$ cat config.mk
export PLATFORM = sky130hd
export DESIGN_NAME = arbitro_mux_4_n
export DESIGN_NICKNAME = d
export VERILOG_FILES = /design/src/rtl/arbitro_mux_4_n.sv
export SDC_FILE = /design/constraint.sdc
export NUM_CORES = 1
export LEC_CHECK = 0
export CAP_MARGIN = 20
export CORE_MARGIN = 4
export CORE_UTILIZATION = 40
export CTS_CLUSTER_SIZE = 28
export DETAILED_ROUTE_END_ITERATION = 10
export GPL_TIMING_DRIVEN = 1
export PLACE_DENSITY_LB_ADDON = 0.05
export REMOVE_ABC_BUFFERS = 1
export SETUP_SLACK_MARGIN = 0.4
export SLEW_MARGIN = 20
export SYNTH_ARGS = -nofsm -noshare
export SYNTH_HDL_FRONTEND = slang
export SYNTH_SLANG_ARGS = --single-unit
$ cat constraint.sdc
create_clock -name clk -period 3.7 [get_ports clk]
set_clock_uncertainty 0.1 [all_clocks]
set_input_delay 1.11 -clock clk [delete_from_list [all_inputs] [get_ports clk]]
set_output_delay 1.11 -clock clk [all_outputs]
set_load 0.1 [all_outputs]
$ cat src/rtl/arbitro_mux_4_n.sv
// Purpose: 4-way round-robin arbiter with burst limit, muxing the granted requester's data onto a shared bus.
// Latency: a request sampled at an edge is granted at that same edge; y follows sel/valid combinationally.
// Backpressure: requesters wait by holding req high; a grant is kept at most MAX_BURST edges, then passed on.
module arbitro_mux_4_n #(
  parameter int N         = 3,
  parameter int MAX_BURST = 4
) (
  input  logic         clk,
  input  logic         rst,
  input  logic [3:0]   req,
  input  logic [N-1:0] d0,
  input  logic [N-1:0] d1,
  input  logic [N-1:0] d2,
  input  logic [N-1:0] d3,
  output logic [3:0]   gnt,
  output logic [1:0]   sel,
  output logic         valid,
  output logic [N-1:0] y
);

  typedef enum logic {IDLE = 1'b0, BUSY = 1'b1} state_t;

  localparam logic [3:0] MAX_CNT = 4'(MAX_BURST);

  state_t     state;
  logic [1:0] ptr;
  logic [3:0] count;

  logic [1:0] arb_base;
  logic [1:0] winner;
  logic [1:0] idx;
  logic       any_req;
  logic       hold;

  // Pick the winner. On a release the pointer moves past the holder in the same
  // edge, so the scan base is sel+1 while busy and the stored ptr while idle.
  always_comb begin
    arb_base = (state == BUSY) ? sel + 2'd1 : ptr;
    winner   = arb_base;
    idx      = arb_base;
    // Scan from the far end back so the closest requester to the base wins.
    for (int k = 3; k >= 0; k--) begin
      idx = arb_base + 2'(k);
      if (req[idx]) winner = idx;
    end
    any_req = |req;
    hold    = (state == BUSY) && req[sel] && (count < MAX_CNT);
  end

  // Arbitration FSM with registered grant outputs; reset overrides everything.
  always_ff @(posedge clk) begin
    if (rst) begin
      state <= IDLE;
      gnt   <= 4'b0000;
      sel   <= 2'b00;
      valid <= 1'b0;
      ptr   <= 2'b00;
      count <= 4'd0;
    end else begin
      case (state)
        IDLE: begin
          if (any_req) begin
            state <= BUSY;
            gnt   <= 4'b0001 << winner;
            sel   <= winner;
            valid <= 1'b1;
            count <= 4'd1;
          end
        end
        BUSY: begin
          if (hold) begin
            count <= count + 4'd1;
          end else begin
            ptr <= sel + 2'd1;
            if (any_req) begin
              gnt   <= 4'b0001 << winner;
              sel   <= winner;
              valid <= 1'b1;
              count <= 4'd1;
            end else begin
              state <= IDLE;
              gnt   <= 4'b0000;
              valid <= 1'b0;
              count <= 4'd0;
            end
          end
        end
        default: begin
          state <= IDLE;
          gnt   <= 4'b0000;
          valid <= 1'b0;
          count <= 4'd0;
        end
      endcase
    end
  end

  // Shared bus: granted requester's data, forced to zero when nothing is granted.
  always_comb begin
    y = '0;
    if (valid) begin
      case (sel)
        2'd0:    y = d0;
        2'd1:    y = d1;
        2'd2:    y = d2;
        default: y = d3;
      endcase
    end
  end

endmodule

==> results.tsv, run 1 <==
stage	metric	value	unit
power_and_ir_drop	internal_power	0.000324	W
clock_network	cts.path.max_buffers	2	
synth	synth_top_area_share	32.1	%
synth	synth_most_common_cell	dfxtp_1	
sta	slew_headroom	63.5	%
sta	finalCritPeriodShare	88.4	%
finish	area.growth.synth_to_final	39.1	%
outcome	status	completed	
synth	synth_commonest_cells	dfxtp_1 (14), nor2_1 (10), nand2_1 (8)	
floorplanning	die_area	0.00299	mm^2
power_and_ir_drop	leakagePower	0.491	nW
floorplanning	dieWidth	54.7	um
power_and_ir_drop	irDropWorstVdd	0.252	mV
sta	fmax	0.306	GHz
route	dr.first_iter.drc_count	24	
power_and_ir_drop	combPwrFrac	48.6	%
clock_network	htree_levels	1	
sta	rsz0062_at_grt	false	
finish	antennaDiodeCount	0	
finish	layout-drive-gt1-share	21.0	%
setup_path	required	2490	ps
setup_path	critical_path.endpoint_type	output pin	
sta	period_needed	3270	ps
synth	synth_flop_cell	dfxtp_1	
synth	async_reset_ff_share	0	%
global_routing	grt_usage	15.7	%
clock_network	cts_tree	done	
synth	synth_area_leaders	dfxtp_1 (32%), ha_1 (7.2%), nor2_1 (4.3%)	
hold_path	hp-class	reg -> reg	
floorplanning	io_pins	28	
placed_design	gp_congestion	0.767	
global_routing	antenna_found_initial	0	
finish	fin_nets	148	
synth	synth_edf_count	0	
sta	fin_setup_tns	0	ps
placed_design	io_buffers	27	
synth	synth_largest_area_cell	dfxtp_1	
clock_network	insertion_delay	280	ps
placed_design	dp_hpwl	1650	um
route	drt-pass1-iter-count	4	
power_and_ir_drop	power_frac_seq	31.9	%
power_and_ir_drop	total_power	0.000570	W
sta	worstMarginPinSlew	546	ps
setup_path	worstSetupPathType	in -> out	
synth	syn-instance-count	95	
clock_network	clock_sinks	14	
route	num_vias	812	
clock_network	post_cts_buffers	0	
clock_network	clk_pin_slew	80	ps
global_routing	grt_max_degree	15	
finish	post-route-util	60.1	%
clock_network	cts_made_buffers	3	
synth	synth_seq_cells	14	
power_and_ir_drop	pwr-share-clk	19.5	%
global_routing	grt_pass1_wl	3420	um
power_and_ir_drop	switching_share	43.2	%
setup_path	cp_max_fo	1	
synth	synth-warning-count	0	
floorplanning	die_h	54.7	um
floorplanning	start_util	43.2	%
setup_path	startpoint_type	primary input	
synth	seq_area_frac_synth	32.1	%
global_routing	overflow	0	
clock_network	cts-root-buf	clkbuf_4	
job	max_cap_viol_count	0	
synth	syn_area	873	um^2
power_and_ir_drop	power.switching	0.000246	W
setup_path	crit_arrival	2060	ps
route	routed_wl	2040	um
synth	synthDistinctLibCells	35	
finish	fill_cells	195	
route	drt-wirelength-per-cell	13.5	um
sta	hold-worst-slack	363	ps
power_and_ir_drop	powerDensity	469	mW/mm^2
route	via_per_inst	5.38	
floorplanning	row_count	16	
sta	finalSetupViolations	0	
route	antenna_left	0	
global_routing	first_global_vias	783	
sta	finalHoldViolations	0	
route	drcViolationCount	0	
synth	avgSynthCellArea	9.19	um^2
floorplanning	core	0.00202	mm^2
sta	slew_viol_final	0	
layer usage:
metal	routed length, um	global-route usage [%]
met5	0	0
met4	7	6.22
met3	110	2.72
met2	974	25.8
met1	946	20.0
power groups by stage:
stage	Clock [W]	Combinational (W)	Sequential, W
after floorplan	0	0.000128	0.000251
after global placement	0	0.000272	0.000184
after detailed placement	0	0.000275	0.000185
after CTS	0.000115	0.000278	0.000182
after global routing	0.000118	0.000295	0.000185
final	0.000111	0.000277	0.000182
final timing paths:
check	from	to	slack (ps)	cells past startpoint
worst min register to register	gnt[2]	gnt[2]	360	2
worst min-delay path	gnt[2]	gnt[2]	360	2
worst max-delay path	d1[0]	y[0]	430	5
worst max register to register	sel[0]	gnt[1]	1430	7
per-stage QoR:
stage / instances / setup slack, ps / area, um^2
after detailed placement: 147 / 146 / 1170
after CTS: 151 / 348 / 1210
after global routing: 151 / 402 / 1210
final: 151 / 428 / 1210
after global placement: 147 / 125 / 1170
after floorplan: 93 / 127 / 858
critical path: stages:
cell and delay, ps:
clkdlybuf4s15_1 160, a222oi_1 360, o21ai_1 100, and2_4 170, buf_12 160
placed cells by master (no fill, tap or decap), types with 3 or more instances in the layout:
master	n
a222oi_1	3
o21ai_1	4
dfxtp_1	14
nor2_1	10
dlygate4sd2_1	3
inv_1	4
clkdlybuf4s15_1	6
and2_4	3
nand2b_1	4
clkdlybuf4s50_1	8
ha_1	5
o21ai_0	4
clkbuf_4	3
a21oi_1	3
buf_12	3
nand2_1	8
buf_4	7
registers in the layout, indices dropped and copies added, names as in the netlist:
name / count
ptr: 2
valid: 1
state: 1
gnt: 4
count: 4
sel: 2
cell type report:
cell class                      instances  area, um^2  area share, %
Clock buffer                            4        36.3           2.99
Inverter                                4        15.0           1.24
Multi-Input combinational cell         75         571           47.0
Sequential cell                        14         280           23.1
Tap cell                               27        33.8           2.78
Timing Repair Buffer                   27         279           23.0
cell families (layout without fill, tap and decap cells):
family | Yosys count | in the layout | synth area share (%)
simple gates | 36 | 36 | 21.3
compound gates | 29 | 29 | 27.2
flops | 14 | 14 | 32.1
buf+inv | 6 | 35 | 3.44
fa+ha+maj | 5 | 5 | 7.16
mux | 5 | 5 | 8.74
repair_timing:
item                                    4_1_cts  5_1_grt
pin swaps                                     6        6
gates resized for setup                      15        6
hold buffers                                  0        0
endpoints found under the setup margin        3        3
gates cloned                                  0        0
(Power assumes the default switching activity.)
==> run 2: changes to the inputs <==
RECOVER_POWER = 25   (was default)
SLEW_MARGIN = default   (was 20)
==> results.tsv, run 2 (synthesis gave the netlist of run 1 again) <==
stage	metric	value	unit	change
global_routing	grt_usage	15.7	%	unchanged
sta	fin_setup_tns	0	ps	unchanged
setup_path	r2r-end	gnt[1]		unchanged
clock_network	cts_made_buffers	3		unchanged
hold_path	hp-class	reg -> reg		unchanged
clock_network	cts-root-buf	clkbuf_4		unchanged
power_and_ir_drop	leakagePower	0.470	nW	was 0.491 nW
finish	layout-drive-gt1-share	16.1	%	was 21.0%
clock_network	clock_sinks	14		unchanged
finish	fin_nets	148		unchanged
setup_path	rr_worst_depth	7		unchanged
clock_network	cts_hold_repair.buffers	0		unchanged
route	drt-pass1-iter-count	4		unchanged
power_and_ir_drop	internal_power	0.000318	W	was 0.000324 W
clock_network	insertion_delay	280	ps	about the same
power_and_ir_drop	power_frac_seq	32.3	%	was 31.9%
floorplanning	dieWidth	54.7	um	unchanged
setup_path	max_stage_delay	350	ps	was 360 ps
placed_design	dp_hpwl	1650	um	unchanged
setup_path	cp_top_family	compound AO/OA/AOI/OAI gates		unchanged
finish	stdcell_area	0.00119	mm^2	was 0.00121 mm^2
global_routing	overflow	0		unchanged
finish	final_common_cell	dfxtp_1		unchanged
setup_path	cp_max_fo	1		unchanged
global_routing	grt_max_degree	15		unchanged
route	drcViolationCount	0		unchanged
sta	finalHoldViolations	0		unchanged
power_and_ir_drop	pwr-share-clk	19.6	%	was 19.5%
outcome	status	completed		unchanged
floorplanning	row_count	16		unchanged
clock_network	cts_tree	done		unchanged
hold_path	min_to	gnt[2]		unchanged
finish	final-seq-area	280	um^2	unchanged
job	max_cap_viol_count	0		unchanged
global_routing	first_global_vias	783		unchanged
power_and_ir_drop	power.switching	0.000245	W	was 0.000246 W
route	num_vias	810		was 812
sta	rsz0062_at_grt	false		unchanged
clock_network	htree_levels	1		unchanged
finish	final_cell_mix	dfxtp_1 (14), nor2_1 (10), nand2_1 (8), clkdlybuf4s50_1 (8), clkdlybuf4s15_1 (6)		was dfxtp_1 (14), nor2_1 (10), nand2_1 (8), clkdlybuf4s50_1 (8), buf_4 (7)
power_and_ir_drop	powerDensity	473	mW/mm^2	was 469 mW/mm^2
setup_path	crit_arrival	2060	ps	about the same
power_and_ir_drop	combPwrFrac	48.1	%	was 48.6%
route	antenna_left	0		unchanged
route	routed_wl	2030	um	was 2040 um
sta	finalSetupViolations	0		unchanged
hold_path	min_delay_path_depth	2		unchanged
finish	fill_cells	199		was 195
power_and_ir_drop	irDropWorstVdd	0.247	mV	was 0.252 mV
placed_design	placement.cell_area	0.00117	mm^2	unchanged
route	drt-wirelength-per-cell	13.4	um	was 13.5 um
sta	fmax	0.306	GHz	about the same
placed_design	io_buffers	27		unchanged
floorplanning	start_util	43.2	%	unchanged
setup_path	worstSetupPathType	in -> out		unchanged
floorplanning	io_pins	28		unchanged
finish	multiInputGateArea	564	um^2	was 571 um^2
sta	finalCritPeriodShare	88.3	%	was 88.4%
setup_path	rrSetupSlack	1430	ps	about the same
placed_design	gp_congestion	0.767		unchanged
floorplanning	die_h	54.7	um	unchanged
global_routing	antenna_found_initial	0		unchanged
sta	slew_viol_final	0		unchanged
clock_network	clk_pin_slew	80	ps	about the same
clock_network	cts.path.max_buffers	2		unchanged
route	via_per_inst	5.36		was 5.38
setup_path	startpoint_type	primary input		unchanged
setup_path	critPathSlowestCell	a222oi_1		unchanged
clock_network	post_cts_buffers	0		unchanged
hold_path	min_from	gnt[2]		unchanged
route	dr.first_iter.drc_count	20		was 24
setup_path	regToRegStartpoint	sel[0]		unchanged
setup_path	required	2490	ps	about the same
global_routing	grt_pass1_wl	3420	um	unchanged
finish	area.growth.synth_to_final	36.2	%	was 39.1%
floorplanning	core	0.00202	mm^2	unchanged
setup_path	cp_cell_sequence	clkdlybuf4s15_1, a222oi_1, o21ai_1, and2_4, buf_12		unchanged
finish	antennaDiodeCount	0		unchanged
sta	slew_headroom	21.8	%	was 63.5%
sta	worstMarginPinSlew	1180	ps	was 546 ps
setup_path	cp_num_buf_inv	2		unchanged
sta	period_needed	3270	ps	about the same
setup_path	critical_path.endpoint_type	output pin		unchanged
power_and_ir_drop	switching_share	43.5	%	was 43.2%
finish	reg_top3	count (4), gnt (4)		unchanged
floorplanning	die_area	0.00299	mm^2	unchanged
run 2: changes by cell type in the layout (fill, tap and decap cells not counted):
cell	change
buf_4	-5
clkbuf_1	+5
nor4_1	+1
nor4_2	-1
run 2: power by group through the flow:
stage | sequential, W | combinational [W] | clock [W]
2_1_floorplan | 0.000251 | 0.000128 | 0
3_3_place_gp | 0.000184 | 0.000272 | 0
3_5_place_dp | 0.000185 | 0.000275 | 0
4_1_cts | 0.000182 | 0.000278 | 0.000115
5_1_grt | 0.000184 | 0.000289 | 0.000118
6_report | 0.000182 | 0.000271 | 0.000111
run 2: worst max path at each step:
stage,cells after the start,from,end,slack [ps]
2_1_floorplan,5,sel[0],y[1],130
3_3_place_gp,5,d1[0],y[0],130
3_5_place_dp,5,d1[0],y[0],150
4_1_cts,5,d1[0],y[0],350
5_1_grt,5,d1[0],y[0],400
6_report,5,d1[0],y[0],430
run 2: final cells by class:
cell class,count,share of cell area (%)
Clock buffer,4,3.05
Inverter,4,1.26
Multi-Input combinational cell,75,47.4
Sequential cell,14,23.6
Tap cell,27,2.84
Timing Repair Buffer,27,21.9
run 2: routing by layer:
metal,up-vias,global-route usage [%],wire (um)
met5,-,0,0
met4,0,6.22,7
met3,2,2.72,107
met2,17,25.8,974
met1,379,20.0,939
li1,412,-,-
run 2: tightest hold or removal path, cell delays in order, from the launching register on:
cell	delay [ps]
dfxtp_1	320
nand2_1	50
o21ai_1	50
run 2: metrics by stage:
step	util (%)	setup WS [ps]	total power, W	hold WS (ps)	instances
after floorplan	-	127	0.000379	367	93
after global placement	58.1	125	0.000456	335	147
after detailed placement	58.1	146	0.000460	356	147
after CTS	59.7	348	0.000575	370	151
after global routing	58.8	402	0.000591	385	151
final	58.8	433	0.000563	361	151
run 2: what timing repair did:
action,in CTS,in global routing
setup endpoints to repair,3,3
gates resized for setup,15,6
pin swaps,6,6
